--- src/rtl/convertor_16_to_8_if.sv ---
// Sample-source / UART-TX side signals of the 16-to-8 framer.
// The slave modport is the framer's view; the master modport drives writes and tx_ready.
interface convertor_16_to_8_if #(
    parameter int DEPTH = 16
);
    logic                     wr;
    logic [15:0]              data;
    logic                     tx_ready;
    logic                     tx_start;
    logic [7:0]               tx_data;
    logic                     busy;
    logic                     overflow;
    logic [$clog2(DEPTH):0]   level;

    modport master (
        output wr, data, tx_ready,
        input  tx_start, tx_data, busy, overflow, level
    );

    modport slave (
        input  wr, data, tx_ready,
        output tx_start, tx_data, busy, overflow, level
    );
endinterface

--- src/rtl/convertor_16_to_8.sv ---
// Buffers 16-bit words and emits "~0_" + WORDS_PER_FRAME words (high byte first), one byte
// per 3-cycle ISSUE/GAP/POLL slot; stalls in POLL while tx_ready=0, drops writes when full.
module convertor_16_to_8 #(
    parameter int DEPTH           = 16,
    parameter int WORDS_PER_FRAME = 4
) (
    input  logic               clk,
    input  logic               rst,
    convertor_16_to_8_if.slave bus
);
    localparam int PW = $clog2(DEPTH);
    localparam int LW = PW + 1;
    localparam int NB = 3 + 2 * WORDS_PER_FRAME;
    localparam int IW = $clog2(NB);

    typedef enum logic [1:0] {S_IDLE, S_ISSUE, S_GAP, S_POLL} state_t;

    logic [15:0]   mem_q [DEPTH];
    logic [PW-1:0] wr_ptr_q, rd_ptr_q;
    logic [LW-1:0] level_q;
    logic          ovf_q;
    state_t        state_q, state_d;
    logic [IW-1:0] idx_q, idx_d;
    logic [7:0]    tx_data_q, tx_data_d;

    logic [15:0]   head;
    logic          full, frame_rdy, pop, push;

    assign head      = mem_q[rd_ptr_q];
    assign full      = (level_q == LW'(DEPTH));
    assign frame_rdy = (level_q >= LW'(WORDS_PER_FRAME));
    // Payload bytes start at index 3; even indices from 4 on are low bytes.
    assign pop       = (state_q == S_ISSUE) && (idx_q >= IW'(4)) && !idx_q[0];
    assign push      = bus.wr && (!full || pop);

    function automatic logic [7:0] frame_byte(input logic [IW-1:0] idx, input logic [15:0] w);
        logic [7:0] b;
        case (idx)
            IW'(0):  b = 8'h7E;
            IW'(1):  b = 8'h30;
            IW'(2):  b = 8'h5F;
            default: b = idx[0] ? w[15:8] : w[7:0];
        endcase
        return b;
    endfunction

    always_ff @(posedge clk) begin
        if (push) begin
            mem_q[wr_ptr_q] <= bus.data;
        end
    end

    always_ff @(posedge clk or posedge rst) begin
        if (rst) begin
            wr_ptr_q <= '0;
            rd_ptr_q <= '0;
            level_q  <= '0;
            ovf_q    <= 1'b0;
        end else begin
            if (push) wr_ptr_q <= wr_ptr_q + PW'(1);
            if (pop)  rd_ptr_q <= rd_ptr_q + PW'(1);
            if (push && !pop)      level_q <= level_q + LW'(1);
            else if (pop && !push) level_q <= level_q - LW'(1);
            if (bus.wr && full && !pop) ovf_q <= 1'b1;
        end
    end

    always_ff @(posedge clk or posedge rst) begin
        if (rst) begin
            state_q   <= S_IDLE;
            idx_q     <= '0;
            tx_data_q <= 8'h00;
        end else begin
            state_q   <= state_d;
            idx_q     <= idx_d;
            tx_data_q <= tx_data_d;
        end
    end

    always_comb begin
        state_d   = state_q;
        idx_d     = idx_q;
        tx_data_d = tx_data_q;
        case (state_q)
            S_IDLE: begin
                if (frame_rdy && bus.tx_ready) begin
                    state_d = S_ISSUE;
                    idx_d   = '0;
                end
            end
            S_ISSUE: state_d = S_GAP;
            S_GAP:   state_d = S_POLL;
            S_POLL: begin
                if (bus.tx_ready) begin
                    if (idx_q == IW'(NB - 1)) begin
                        idx_d   = '0;
                        state_d = frame_rdy ? S_ISSUE : S_IDLE;
                    end else begin
                        idx_d   = idx_q + IW'(1);
                        state_d = S_ISSUE;
                    end
                end
            end
            default: state_d = S_IDLE;
        endcase
        // The byte is registered on entry so tx_data is valid with tx_start and then holds.
        if (state_d == S_ISSUE) begin
            tx_data_d = frame_byte(idx_d, head);
        end
    end

    assign bus.tx_start = (state_q == S_ISSUE);
    assign bus.tx_data  = tx_data_q;
    assign bus.busy     = (state_q != S_IDLE);
    assign bus.overflow = ovf_q;
    assign bus.level    = level_q;
endmodule

--- src/flat_wrapper.sv ---
// flat-port wrapper written by rule: the top's interface ports become plain ports
module convertor_16_to_8_flat 
#(
    parameter int DEPTH           = 16,
    parameter int WORDS_PER_FRAME = 4
)
  (clk, rst, bus_wr, bus_data, bus_tx_ready, bus_tx_start, bus_tx_data, bus_busy, bus_overflow, bus_level);
  convertor_16_to_8_if #(.DEPTH(DEPTH)) bus_i ();
  input  logic clk;
  input  logic rst;
  input wire logic [$bits(bus_i.wr)-1:0] bus_wr;
  input wire logic [$bits(bus_i.data)-1:0] bus_data;
  input wire logic [$bits(bus_i.tx_ready)-1:0] bus_tx_ready;
  output wire logic [$bits(bus_i.tx_start)-1:0] bus_tx_start;
  output wire logic [$bits(bus_i.tx_data)-1:0] bus_tx_data;
  output wire logic [$bits(bus_i.busy)-1:0] bus_busy;
  output wire logic [$bits(bus_i.overflow)-1:0] bus_overflow;
  output wire logic [$bits(bus_i.level)-1:0] bus_level;
  assign bus_i.wr = bus_wr;
  assign bus_i.data = bus_data;
  assign bus_i.tx_ready = bus_tx_ready;
  assign bus_tx_start = bus_i.tx_start;
  assign bus_tx_data = bus_i.tx_data;
  assign bus_busy = bus_i.busy;
  assign bus_overflow = bus_i.overflow;
  assign bus_level = bus_i.level;
  convertor_16_to_8 #(.DEPTH(DEPTH), .WORDS_PER_FRAME(WORDS_PER_FRAME)) u_core (.clk(clk), .rst(rst), .bus(bus_i));
endmodule
--- config.mk ---
export PLATFORM = sky130hd
export DESIGN_NAME = convertor_16_to_8_flat
export DESIGN_NICKNAME = d
export VERILOG_FILES = /design/src/rtl/convertor_16_to_8_if.sv /design/src/rtl/convertor_16_to_8.sv /design/src/flat_wrapper.sv
export SDC_FILE = /design/constraint.sdc
export NUM_CORES = 1
export LEC_CHECK = 0
export CORE_ASPECT_RATIO = 1.4
export CORE_MARGIN = 3
export CORE_UTILIZATION = 60
export CTS_CLUSTER_DIAMETER = 150
export CTS_CLUSTER_SIZE = 16
export DETAILED_ROUTE_END_ITERATION = 7
export GPL_TIMING_DRIVEN = 0
export PLACE_DENSITY = 0.75
export RECOVER_POWER = 50
export SYNTH_ARGS = -nofsm -noshare
export SYNTH_HDL_FRONTEND = slang
export SYNTH_SLANG_ARGS = --single-unit
--- constraint.sdc ---
create_clock -name clk -period 4.2 [get_ports clk]
set_input_delay 0.84 -clock clk [delete_from_list [all_inputs] [get_ports clk]]
set_output_delay 0.84 -clock clk [all_outputs]
set_load 0.01 [all_outputs]
# Yosys cells after proc, flatten, opt, wreduce, memory -nomap -nowiden
# Memory sizes are Yosys's and may differ from the RTL's.
# Index checks and enable logic that the tools add are counted.
dict set report totals {
  input_bits 20
  ram_bits 256
  n_memories 1
  ff_bits 28
}
dict set report classes {
  n_mux 15
  reduce_logical 17
  order_cmp 2
  eq_ne 8
  addsub 5
}
# memory depth word_bits read_ports rd_clocked_by_memory_dff write_ports line_no
set mem_list {}
lappend mem_list {u_core.mem_q 16 16 1 0 1 convertor_16_to_8.sv:18} ;# logic [15:0] mem_q [DEPTH];
# cell count
set op_table {}
lappend op_table {{8-bit one-hot mux with 3 select lines} 1}
lappend op_table {{4-bit by 1-bit adder with 4-bit output (second input constant)} 3}
lappend op_table {{4-bit 2-to-1 mux} 3}
lappend op_table {{5-bit 2-to-1 mux} 2}
lappend op_table {{1-bit logical AND} 8}
lappend op_table {{8-bit 2-to-1 mux} 1}
lappend op_table {{2-bit one-hot mux with 4 select lines} 1}
lappend op_table {{4-bit one-hot mux with 2 select lines} 1}
lappend op_table {{2-bit 2-to-1 mux} 3}
lappend op_table {{5-bit by 1-bit adder with 5-bit output (second input constant)} 1}
lappend op_table {{5-bit == test (second input constant)} 1}
lappend op_table {{5-bit by 3-bit >= comparator with 1-bit output (second input constant)} 1}
lappend op_table {{5-bit by 1-bit subtractor with 5-bit output (second input constant)} 1}
lappend op_table {{2-bit by 1-bit == test with 1-bit output (second input constant)} 2}
lappend op_table {{2-bit == test (second input constant)} 2}
lappend op_table {{4-bit by 1-bit == test with 1-bit output (second input constant)} 1}
lappend op_table {{4-bit by 2-bit == test with 1-bit output (second input constant)} 1}
lappend op_table {{4-bit == test (second input constant)} 1}
lappend op_table {{4-bit by 3-bit >= comparator with 1-bit output (second input constant)} 1}
lappend op_table {{1-bit zero test} 4}
lappend op_table {{4-bit zero test} 1}
lappend op_table {{2-bit nonzero test} 2}
lappend op_table {{1-bit 2-to-1 mux} 3}
lappend op_table {{2-bit zero test} 1}
lappend op_table {{1-bit logical OR} 1}

# Logic depth before layout (Yosys ltp)
# Gate-level depths: netlist of run 1.
dict set report depth {
  word_depth 9
  mapped_depth 12
  depth_no_buf 12
}

# Least setup slack after synthesis of run 1
# Ideal clock, no wire load.
dict set report synth_path {
  kind {reg-to-reg}
  start {register u_core.state_q[1]}
  end {memory u_core.mem_q[3][0] (enable)}
  setup_ns 0.409
  stages_incl_launch_ff 7
  required_ns 3.791
  path_buffers 0
  arrival_ns 2.699
  slack_ns 1.091
  cell_sequence {dfrtp_1 -> inv_1 -> ha_1 -> o211ai_1 -> a31oi_2 -> nand2_1 -> nor3_1}
}
dict set report synth_via {
  elab_chain_cells 7
}
# element line_no
set synth_lines {}
lappend synth_lines {{start: declaration} convertor_16_to_8.sv:22} ;# state_t state_q, state_d;
lappend synth_lines {{start signal: assignment} convertor_16_to_8.sv:74} ;# state_q <= state_d;
lappend synth_lines {{2-bit by 1-bit == test with 1-bit output} --}
lappend synth_lines {{named net bus_tx_start} flat_wrapper.sv:14} ;# output wire logic [$bits(bus_i.tx_start)-1:0] bus_tx_start;
lappend synth_lines {{1-bit logical AND (2 in a row)} convertor_16_to_8.sv:33} ;# assign pop = (state_q == S_ISSUE) && (idx_q >= IW'(4)) && !idx_q[0];
lappend synth_lines {{1-bit logical OR} convertor_16_to_8.sv:34} ;# assign push = bus.wr && (!full || pop);
lappend synth_lines {{1-bit logical AND} convertor_16_to_8.sv:34}
lappend synth_lines {{named net u_core.push} convertor_16_to_8.sv:27} ;# logic full, frame_rdy, pop, push;
lappend synth_lines {{1-bit 2-to-1 mux} convertor_16_to_8.sv:48} ;# if (push) begin
lappend synth_lines {{1-bit 2-to-1 mux (not written as such)} convertor_16_to_8.sv:49} ;# mem_q[wr_ptr_q] <= bus.data;
lappend synth_lines {{end: declaration} convertor_16_to_8.sv:18}
# The timed path passes the listed nets, and every way through them passes these cells.

# Worst setup path after layout of run 1
dict set report layout_path {
  start {register u_core.state_q[1]}
  end {register u_core.level_q[4], in the netlist u_core.bus.level[4]}
}
dict set report layout_via {
  elab_chain_cells 8
}
# element line_no
set layout_lines {}
lappend layout_lines {{2-bit by 1-bit == test with 1-bit output *} convertor_16_to_8.sv:33}
lappend layout_lines {{1-bit logical AND * (2 in a row)} convertor_16_to_8.sv:33}
lappend layout_lines {{1-bit logical OR *} convertor_16_to_8.sv:34}
lappend layout_lines {{1-bit logical AND *} convertor_16_to_8.sv:34}
lappend layout_lines {{named net u_core.push} convertor_16_to_8.sv:27}
lappend layout_lines {{1-bit zero test} convertor_16_to_8.sv:63} ;# else if (pop && !push) level_q <= level_q - LW'(1);
lappend layout_lines {{1-bit logical AND} convertor_16_to_8.sv:63}
lappend layout_lines {{2-bit nonzero test (no line)} --}
lappend layout_lines {{end signal: assignment} convertor_16_to_8.sv:62} ;# if (push && !pop) level_q <= level_q + LW'(1);
lappend layout_lines {{end signal: assignment} convertor_16_to_8.sv:63}
lappend layout_lines {{end: declaration} convertor_16_to_8.sv:20} ;# logic [LW-1:0] level_q;
# The timed path passes the listed nets; every way through them passes the cells marked *.
# A chain may end at the register's enable or synchronous reset.

==> results.py, run 1 <==
metrics = {
    "clock_tree": {
        "count_of_cells_resized_by_post_cts_repair": 0,
        "cts_tree": "built",
        "cts.root.buffer_cell": "sky130_fd_sc_hd__clkbuf_16",
        "worst_skew_late_latency_ns": 0.51,
        "holdBufCountCts": 0,
        "htree_levels": 1,
        "cts_made_buffers": 21,
        "cts.clk_slew.worst_paths_ns": 0.08,
        "cts.repair_timing.setup_buffer_count": 0,
        "cts-root-to-sink-buffers": 3,
        "clock_sinks": 284,
    },
    "sta": {
        "clock-skew-final_ns": 0.0146,
        "finalMaxSlewViolations": 0,
        "totalNegativeSetupSlack_ns": 0,
        "fin_crit_ns": 3.31,
        "achievable-frequency_mhz": 302,
        "relSlewSlack": 0.254,
        "grt_setup_unrepaired": "false",
        "final-hold-violation-count": 0,
        "setup-violations-final": 0,
        "part_of_the_cycle_the_worst_path_needs": 0.788,
        "worst_pin_slew_ns": 1.12,
    },
    "synth": {
        "ys_ff_latch": 284,
        "synth_warnings": 0,
        "post_synth_instance_area_mm2": 0.0116,
        "synthCells": 604,
        "synth-edff-count": 256,
        "post_synth_num_cell_types": 56,
        "syn-mean-instance-area_um2": 19.2,
        "synth.net_count": 640,
        "synth-async-reset-ratio": 0.0986,
        "seq_area_frac_synth": 0.724,
        "synth-main-ff-cell": "sky130_fd_sc_hd__edfxtp_1",
    },
    "detailed_routing": {
        "postRouteWirelength_mm": 25.6,
        "drc": 0,
        "avgRoutedWirePerCell_um": 27.2,
        "ant_nets": 0,
        "detail_route.vias_per_cell": 6.49,
        "routed-via-count": 6106,
        "detail_route.iter0.violations": 640,
        "drt_pass1_iterations": 6,
    },
    "floorplan": {
        "initial_core_util": 0.618,
        "dieArea_mm2": 0.0210,
        "die_x_um": 123,
        "placeable_core_region_mm2": 0.0188,
        "io_pins": 36,
        "dieHeight_um": 170,
        "rows": 59,
    },
    "status": {
        "status": "completed",
    },
    "setup_path": {
        "crit_fanout": 9,
        "worstSetupStartpointType": "register",
        "timing_worst_setup_path_type": "reg2reg",
        "worstPathArrival_ns": 3.70,
        "crit_required_ns": 4.58,
        "setup.worst_path.end_class": "register",
    },
    "placement": {
        "place.detailed.hpwl_mm": 17.0,
        "buffer_ports.inserted": 35,
        "place.gp.congestion": 0.921,
        "postPlaceCellArea_mm2": 0.0126,
    },
    "grt": {
        "globalRouteOverflowTotal": 0,
        "via_count_of_the_first_global_routing_pass": 6165,
        "largest_net_degree_at_the_start_of_global_routing": 29,
        "wire_length_of_the_first_global_routing_pass_mm": 38.3,
        "grt_antenna_before_repair": 0,
        "grt_use_total": 0.252,
    },
    "finish": {
        "drive_gt1_frac": 0.201,
        "nNetsFinal": 718,
        "n_antenna_cell": 0,
        "final_design_area_no_fill_mm2": 0.0132,
        "nFillCells": 1161,
        "fin_util": 0.705,
        "area_growth_pct": 14.2,
    },
    "power_and_ir_drop": {
        "report.power.total_mw": 6.90,
        "ir_worst_vdd_mv": 0.364,
        "total_leakage_power_nw": 4.30,
        "powerDensity_mw_per_mm2": 522,
    },
    "hold_path": {
        "min-delay-path-class": "reg2reg",
    },
    "run": {
        "drv.max_cap_violation_count": 0,
    },
}
-- Yosys cell counts (2+ instances only) --
cell	n	area (um^2)
sky130_fd_sc_hd__edfxtp_1	256	7690
sky130_fd_sc_hd__mux4_2	50	1130
sky130_fd_sc_hd__dfrtp_1	28	701
sky130_fd_sc_hd__nor2_1	25	93.8
sky130_fd_sc_hd__nand2_1	23	86.3
sky130_fd_sc_hd__mux2i_1	17	170
sky130_fd_sc_hd__ha_1	15	188
sky130_fd_sc_hd__inv_1	15	56.3
sky130_fd_sc_hd__o21ai_0	14	70.1
sky130_fd_sc_hd__mux4_1	13	342
sky130_fd_sc_hd__nand3_1	13	65.1
sky130_fd_sc_hd__buf_2	12	60.1
sky130_fd_sc_hd__mux2_2	12	135
sky130_fd_sc_hd__clkbuf_1	10	37.5
sky130_fd_sc_hd__o22ai_1	9	56.3
sky130_fd_sc_hd__nand2b_1	8	50.1
sky130_fd_sc_hd__nor2b_1	8	50.1
sky130_fd_sc_hd__xnor2_1	6	52.6
sky130_fd_sc_hd__nor3_1	5	25.0
sky130_fd_sc_hd__xor2_1	5	43.8
sky130_fd_sc_hd__buf_1	4	15.0
sky130_fd_sc_hd__nand4_1	4	25.0
sky130_fd_sc_hd__o221ai_1	4	35.0
sky130_fd_sc_hd__o32ai_1	4	35.0
sky130_fd_sc_hd__a21o_1	3	22.5
sky130_fd_sc_hd__a21oi_1	3	15.0
sky130_fd_sc_hd__and2_1	3	18.8
sky130_fd_sc_hd__o31ai_1	3	22.5
sky130_fd_sc_hd__a211oi_1	2	15.0
sky130_fd_sc_hd__buf_4	2	15.0
sky130_fd_sc_hd__nand3b_1	2	15.0
sky130_fd_sc_hd__o211ai_1	2	15.0
-- cell families after synthesis --
kind of cell             Yosys count  synth area share
adder cells (fa/ha/maj)           16            0.0179
multiplexers                      92             0.153
AO/OA/AOI/OAI                     58            0.0359
flip-flops                       284             0.724
AND/OR/NAND/NOR                   97            0.0414
buffers and inverters             46            0.0190
XOR/XNOR                          11           0.00832
-- placed cells by master, fill, tap and decap left out, types with 3 or more instances in the layout --
cell,netlist,layout
sky130_fd_sc_hd__mux2i_1,17,17
sky130_fd_sc_hd__nor2b_1,8,8
sky130_fd_sc_hd__nand2b_1,8,8
sky130_fd_sc_hd__a21o_1,3,3
sky130_fd_sc_hd__nor3_2,0,4
sky130_fd_sc_hd__buf_6,1,8
sky130_fd_sc_hd__dlygate4sd3_1,0,18
sky130_fd_sc_hd__nand3_1,13,13
sky130_fd_sc_hd__mux2_2,12,12
sky130_fd_sc_hd__nand4_1,4,4
sky130_fd_sc_hd__dfrtp_1,28,28
sky130_fd_sc_hd__clkbuf_16,0,22
sky130_fd_sc_hd__clkdlybuf4s50_1,0,17
sky130_fd_sc_hd__buf_16,0,5
sky130_fd_sc_hd__mux4_2,50,50
sky130_fd_sc_hd__nor2_2,0,12
sky130_fd_sc_hd__o21ai_0,14,14
sky130_fd_sc_hd__o31ai_1,3,3
sky130_fd_sc_hd__buf_1,4,3
sky130_fd_sc_hd__o221ai_1,4,4
sky130_fd_sc_hd__xor2_1,5,5
sky130_fd_sc_hd__o22ai_1,9,9
sky130_fd_sc_hd__nor2_1,25,13
sky130_fd_sc_hd__buf_4,2,3
sky130_fd_sc_hd__mux4_1,13,13
sky130_fd_sc_hd__ha_1,15,15
sky130_fd_sc_hd__a21oi_1,3,3
sky130_fd_sc_hd__edfxtp_1,256,256
sky130_fd_sc_hd__inv_1,15,15
sky130_fd_sc_hd__clkbuf_1,10,28
sky130_fd_sc_hd__o32ai_1,4,4
sky130_fd_sc_hd__nand2_1,23,23
sky130_fd_sc_hd__xnor2_1,6,6
sky130_fd_sc_hd__buf_2,12,11
sky130_fd_sc_hd__buf_8,0,7
-- registers in the layout (all words and copies together), names as in the netlist --
name,flops
u_core.wr_ptr_q,4
u_core.idx_q,4
u_core.rd_ptr_q,4
u_core.bus.overflow,1
u_core.bus.level,5
u_core.bus.tx_data,8
u_core.state_q,2
u_core.mem_q,256
-- stage by stage --
step	hold WS (ns)	setup WS, ns	instances
2_1_floorplan	0.503	1.09	604
3_3_place_gp	0.453	-0.905	883
3_5_place_dp	0.458	0.707	903
4_1_cts	0.476	0.912	941
5_1_grt	0.512	0.690	941
6_report	0.477	0.888	941
-- power breakdown --
part | total, mW | internal, mW | switching [mW]
sequential | 3.57 | 3.42 | 0.142
clock | 1.88 | 0.983 | 0.894
combinational | 1.46 | 0.597 | 0.862
total | 6.90 | 5.00 | 1.90
-- final cells by class --
type                    count  area, um^2  share of cell area
plain buffers              31         161              0.0122
clock buffers              37         607              0.0459
clock inverters             1        8.76            0.000662
inverters                  15        56.3             0.00426
multi-input cells         274        3020               0.228
flip-flops and latches    284        8390               0.634
well taps                 244         305              0.0231
repair buffers             55         679              0.0514
-- layer usage --
| layer | routed length [um] | track usage | vias up |
|---|---|---|---|
| met4 | 833 | 0.0699 | 0 |
| li1 | - | - | 2600 |
| met2 | 13200 | 0.428 | 299 |
| met5 | 0 | 0 | - |
| met3 | 1850 | 0.0419 | 68 |
| met1 | 9690 | 0.343 | 3139 |
-- worst max-delay path: stages, from the launching register on --
cell and delay (ns):
sky130_fd_sc_hd__dfrtp_1 0.41, sky130_fd_sc_hd__inv_1 0.11, sky130_fd_sc_hd__ha_1 0.22, sky130_fd_sc_hd__o211ai_1 0.34, sky130_fd_sc_hd__a31oi_2 0.58, sky130_fd_sc_hd__ha_1 0.32, sky130_fd_sc_hd__inv_1 0.11, sky130_fd_sc_hd__ha_1 0.33
sky130_fd_sc_hd__a21o_1 0.20, sky130_fd_sc_hd__a21oi_1 0.19, sky130_fd_sc_hd__xnor2_1 0.15, sky130_fd_sc_hd__nor2_1 0.07, sky130_fd_sc_hd__xor2_1 0.15
-- worst paths after layout --
kind | start | endpoint | slack, ns | cells after the start
worst min-delay path | u_core.bus.overflow$_DFFE_PP0P_ | u_core.bus.overflow$_DFFE_PP0P_ | 0.48 | 1
worst max-delay path | u_core.state_q[1]$_DFF_PP0_ | u_core.bus.level[4]$_DFFE_PP0P_ | 0.89 | 12
worst min register to register | u_core.bus.overflow$_DFFE_PP0P_ | u_core.bus.overflow$_DFFE_PP0P_ | 0.48 | 1
min in group asynchronous | rst | u_core.idx_q[3]$_DFF_PP0_ | 1.06 | 2
worst max register to register | u_core.state_q[1]$_DFF_PP0_ | u_core.bus.level[4]$_DFFE_PP0P_ | 0.89 | 12
max in group asynchronous | rst | u_core.rd_ptr_q[1]$_DFFE_PP0N_ | 2.48 | 2
Power figures use the tool's default switching activity.
==> run 2: changes to the inputs <==
--- a/config.mk
+++ b/config.mk
@@ -7,12 +7,12 @@
 export LEC_CHECK = 0
 export CORE_ASPECT_RATIO = 1.4
 export CORE_MARGIN = 3
-export CORE_UTILIZATION = 60
+export CORE_UTILIZATION = 55
 export CTS_CLUSTER_DIAMETER = 150
 export CTS_CLUSTER_SIZE = 16
 export DETAILED_ROUTE_END_ITERATION = 7
 export GPL_TIMING_DRIVEN = 0
-export PLACE_DENSITY = 0.75
+export PLACE_DENSITY = 0.72
 export RECOVER_POWER = 50
 export SYNTH_ARGS = -nofsm -noshare
 export SYNTH_HDL_FRONTEND = slang
==> constraint.sdc (replaced) <==
create_clock -name clk -period 2.7 [get_ports clk]
set_input_delay 0.54 -clock clk [delete_from_list [all_inputs] [get_ports clk]]
set_output_delay 0.54 -clock clk [all_outputs]
set_load 0.01 [all_outputs]
==> results.py, run 2 (synthesis results as in run 1) <==
metrics = {
    "power_and_ir_drop": {
        "total_switching_power_mw": 3.11,
        "netSwitchingFraction": 0.282,
        "powerDensity_mw_per_mm2": 812,
        "power_frac_comb": 0.232,
        "pwr-share-clk": 0.264,
        "total_leakage_power_nw": 4.44,
        "sequential_cell_fraction_of_total_power": 0.505,
        "intPower_mw": 7.91,
        "ir_worst_vdd_mv": 0.385,
        "report.power.total_mw": 11.0,
    },
    "grt": {
        "use_met3": 0.0334,
        "grt_util_met2": 0.417,
        "grt_use_total": 0.239,
        "largest_net_degree_at_the_start_of_global_routing": 29,
        "wire_length_of_the_first_global_routing_pass_mm": 39.7,
        "globalRouteOverflowTotal": 0,
        "grt_antenna_before_repair": 0,
        "grt_busiest_layer": "met2",
        "globalRouteMet1Util": 0.315,
        "via_count_of_the_first_global_routing_pass": 6351,
    },
    "setup_path": {
        "setup.worst_path.end_class": "register",
        "timing.rr.end": "u_core.bus.level[4]$_DFFE_PP0P_",
        "worstPathArrival_ns": 3.08,
        "r2r_cells": 11,
        "reg2reg_slack_ns": -0.001,
        "crit_fanout": 7,
        "worstSetupStartpointType": "register",
        "worst_r2r_startpoint": "u_core.bus.level[2]$_DFFE_PP0P_",
        "timing_worst_setup_path_type": "reg2reg",
        "critical_path.startpoint": "u_core.bus.level[2]$_DFFE_PP0P_",
        "crit_required_ns": 3.08,
    },
    "floorplan": {
        "placeable_core_region_mm2": 0.0206,
        "io_pins": 36,
        "rows": 62,
        "dieHeight_um": 178,
        "initial_core_util": 0.561,
        "dieArea_mm2": 0.0229,
        "die_x_um": 129,
    },
    "sta": {
        "relSlewSlack": 0.251,
        "finalWorstSetupSlack_ns": -0.00104,
        "clock-skew-final_ns": 0.0114,
        "final-hold-violation-count": 0,
        "achievable-frequency_mhz": 370,
        "finalMaxSlewViolations": 0,
        "grt_setup_unrepaired": "true",
        "fin_crit_ns": 2.70,
        "worst_hold_slack_ns": 0.483,
        "part_of_the_cycle_the_worst_path_needs": 1.00,
        "setup-violations-final": 1,
        "worst_pin_slew_ns": 1.12,
    },
    "clock_tree": {
        "cts.clk_slew.worst_paths_ns": 0.07,
        "htree_levels": 1,
        "worst_skew_late_latency_ns": 0.50,
        "cts_tree": "built",
        "cts.root.buffer_cell": "sky130_fd_sc_hd__clkbuf_16",
        "cts-root-to-sink-buffers": 3,
        "holdBufCountCts": 0,
        "cts_made_buffers": 21,
        "clock_sinks": 284,
    },
    "detailed_routing": {
        "postRouteWirelength_mm": 27.0,
        "avgRoutedWirePerCell_um": 27.8,
        "routed-via-count": 6193,
        "drc": 0,
        "detail_route.iter0.violations": 654,
        "detail_route.vias_per_cell": 6.38,
        "drt_pass1_iterations": 5,
        "ant_nets": 0,
    },
    "placement": {
        "post-place-cells": 913,
        "place.gp.congestion": 0.949,
        "place.detailed.hpwl_mm": 17.7,
        "buffer_ports.inserted": 35,
    },
    "hold_path": {
        "worstHoldPathCells": 1,
        "launch_point_of_the_worst_hold_path": "u_core.bus.overflow$_DFFE_PP0P_",
        "hold_end": "u_core.bus.overflow$_DFFE_PP0P_",
        "min-delay-path-class": "reg2reg",
    },
    "finish": {
        "final_cells": 971,
        "layout_common_cells": "sky130_fd_sc_hd__edfxtp_1 (256), sky130_fd_sc_hd__mux4_2 (50), sky130_fd_sc_hd__dfrtp_1 (27)",
        "fin_util": 0.657,
        "final_common_cell": "sky130_fd_sc_hd__edfxtp_1",
        "nNetsFinal": 737,
        "drive_gt1_frac": 0.243,
        "largest_reg_flops": 256,
        "n_antenna_cell": 0,
        "top_register": "u_core.mem_q",
        "area_growth_pct": 17.1,
    },
    "run": {
        "drv.max_cap_violation_count": 0,
    },
    "status": {
        "status": "finished, violations left",
        "failed_checks": "negative setup slack",
    },
}
-- run 2: cell count changes in the layout (fill, tap and decap cells not counted), moves of 5 or more --
| cell | before | now |
|---|---|---|
| sky130_fd_sc_hd__buf_4 | 3 | 23 |
| sky130_fd_sc_hd__nor2_4 | 0 | 11 |
| sky130_fd_sc_hd__buf_6 | 8 | 3 |
| sky130_fd_sc_hd__clkbuf_1 | 28 | 20 |
| sky130_fd_sc_hd__nor2_2 | 12 | 1 |
-- run 2: cell type report --
class	count	area, um^2
buffer	30	173
sequential	284	8390
fill	1327	7070
clock buffer	37	607
timing repair buffer	75	866
tap	256	320
inverter	15	56.3
multi-input combinational	274	3150
-- run 2: worst max-delay path, stage by stage (launching register included) --
cell and delay (ns):
sky130_fd_sc_hd__dfrtp_1 0.50, sky130_fd_sc_hd__nor4_2 0.48, sky130_fd_sc_hd__a31oi_4 0.21, sky130_fd_sc_hd__ha_4 0.22
sky130_fd_sc_hd__buf_4 0.13, sky130_fd_sc_hd__fa_1 0.40, sky130_fd_sc_hd__inv_1 0.09, sky130_fd_sc_hd__a21o_1 0.11
sky130_fd_sc_hd__a21oi_1 0.08, sky130_fd_sc_hd__xnor2_1 0.14, sky130_fd_sc_hd__nor2_1 0.08, sky130_fd_sc_hd__xor2_1 0.15
-- run 2: worst max-delay path by stage --
stage                                              endpoint  cells after the start
after detailed placement  u_core.bus.tx_data[1]$_DFFE_PP0N_                      8
after global placement         u_core.mem_q[4][1]$_DFFE_PP_                      6
final                       u_core.bus.level[4]$_DFFE_PP0P_                     11
after floorplan             u_core.bus.level[4]$_DFFE_PP0P_                     12
after global routing        u_core.bus.level[4]$_DFFE_PP0P_                     14
after CTS                     u_core.mem_q[14][1]$_DFFE_PP_                      8
-- run 2: metal layers --
layer	share of wire	up-vias	wire length, um
met5	0	-	0
met2	0.53	243	14300
li1	-	2643	-
met3	0.057	49	1540
met4	0.027	0	739
met1	0.39	3258	10400
-- run 2: what timing repair did --
action / in CTS / in global routing
pin swaps: 4 / 8
gates resized for setup: 11 / 25
setup buffers: 10 / 12
setup endpoints to repair: 205 / 145
-- run 2: metrics by stage --
stage               worst slack, ns  setup TNS [ns]  instance area, um^2
floorplan                   0.00327               0                11600
global placement              -1.20         -268.82                12300
detailed placement           -0.588          -38.68                12700
CTS                         0.00615               0                13400
global route                 -0.139          -0.687                13600
finish                     -0.00104        -0.00104                13600
-- run 2: power by group through the flow --
stage / sequential, mW / combinational [mW] / clock, mW
3_3_place_gp: 5.61 / 2.03 / 0
3_5_place_dp: 5.64 / 2.34 / 0
5_1_grt: 5.60 / 2.74 / 3.12
6_report: 5.56 / 2.55 / 2.90
4_1_cts: 5.55 / 2.41 / 2.95
2_1_floorplan: 5.61 / 1.30 / 0
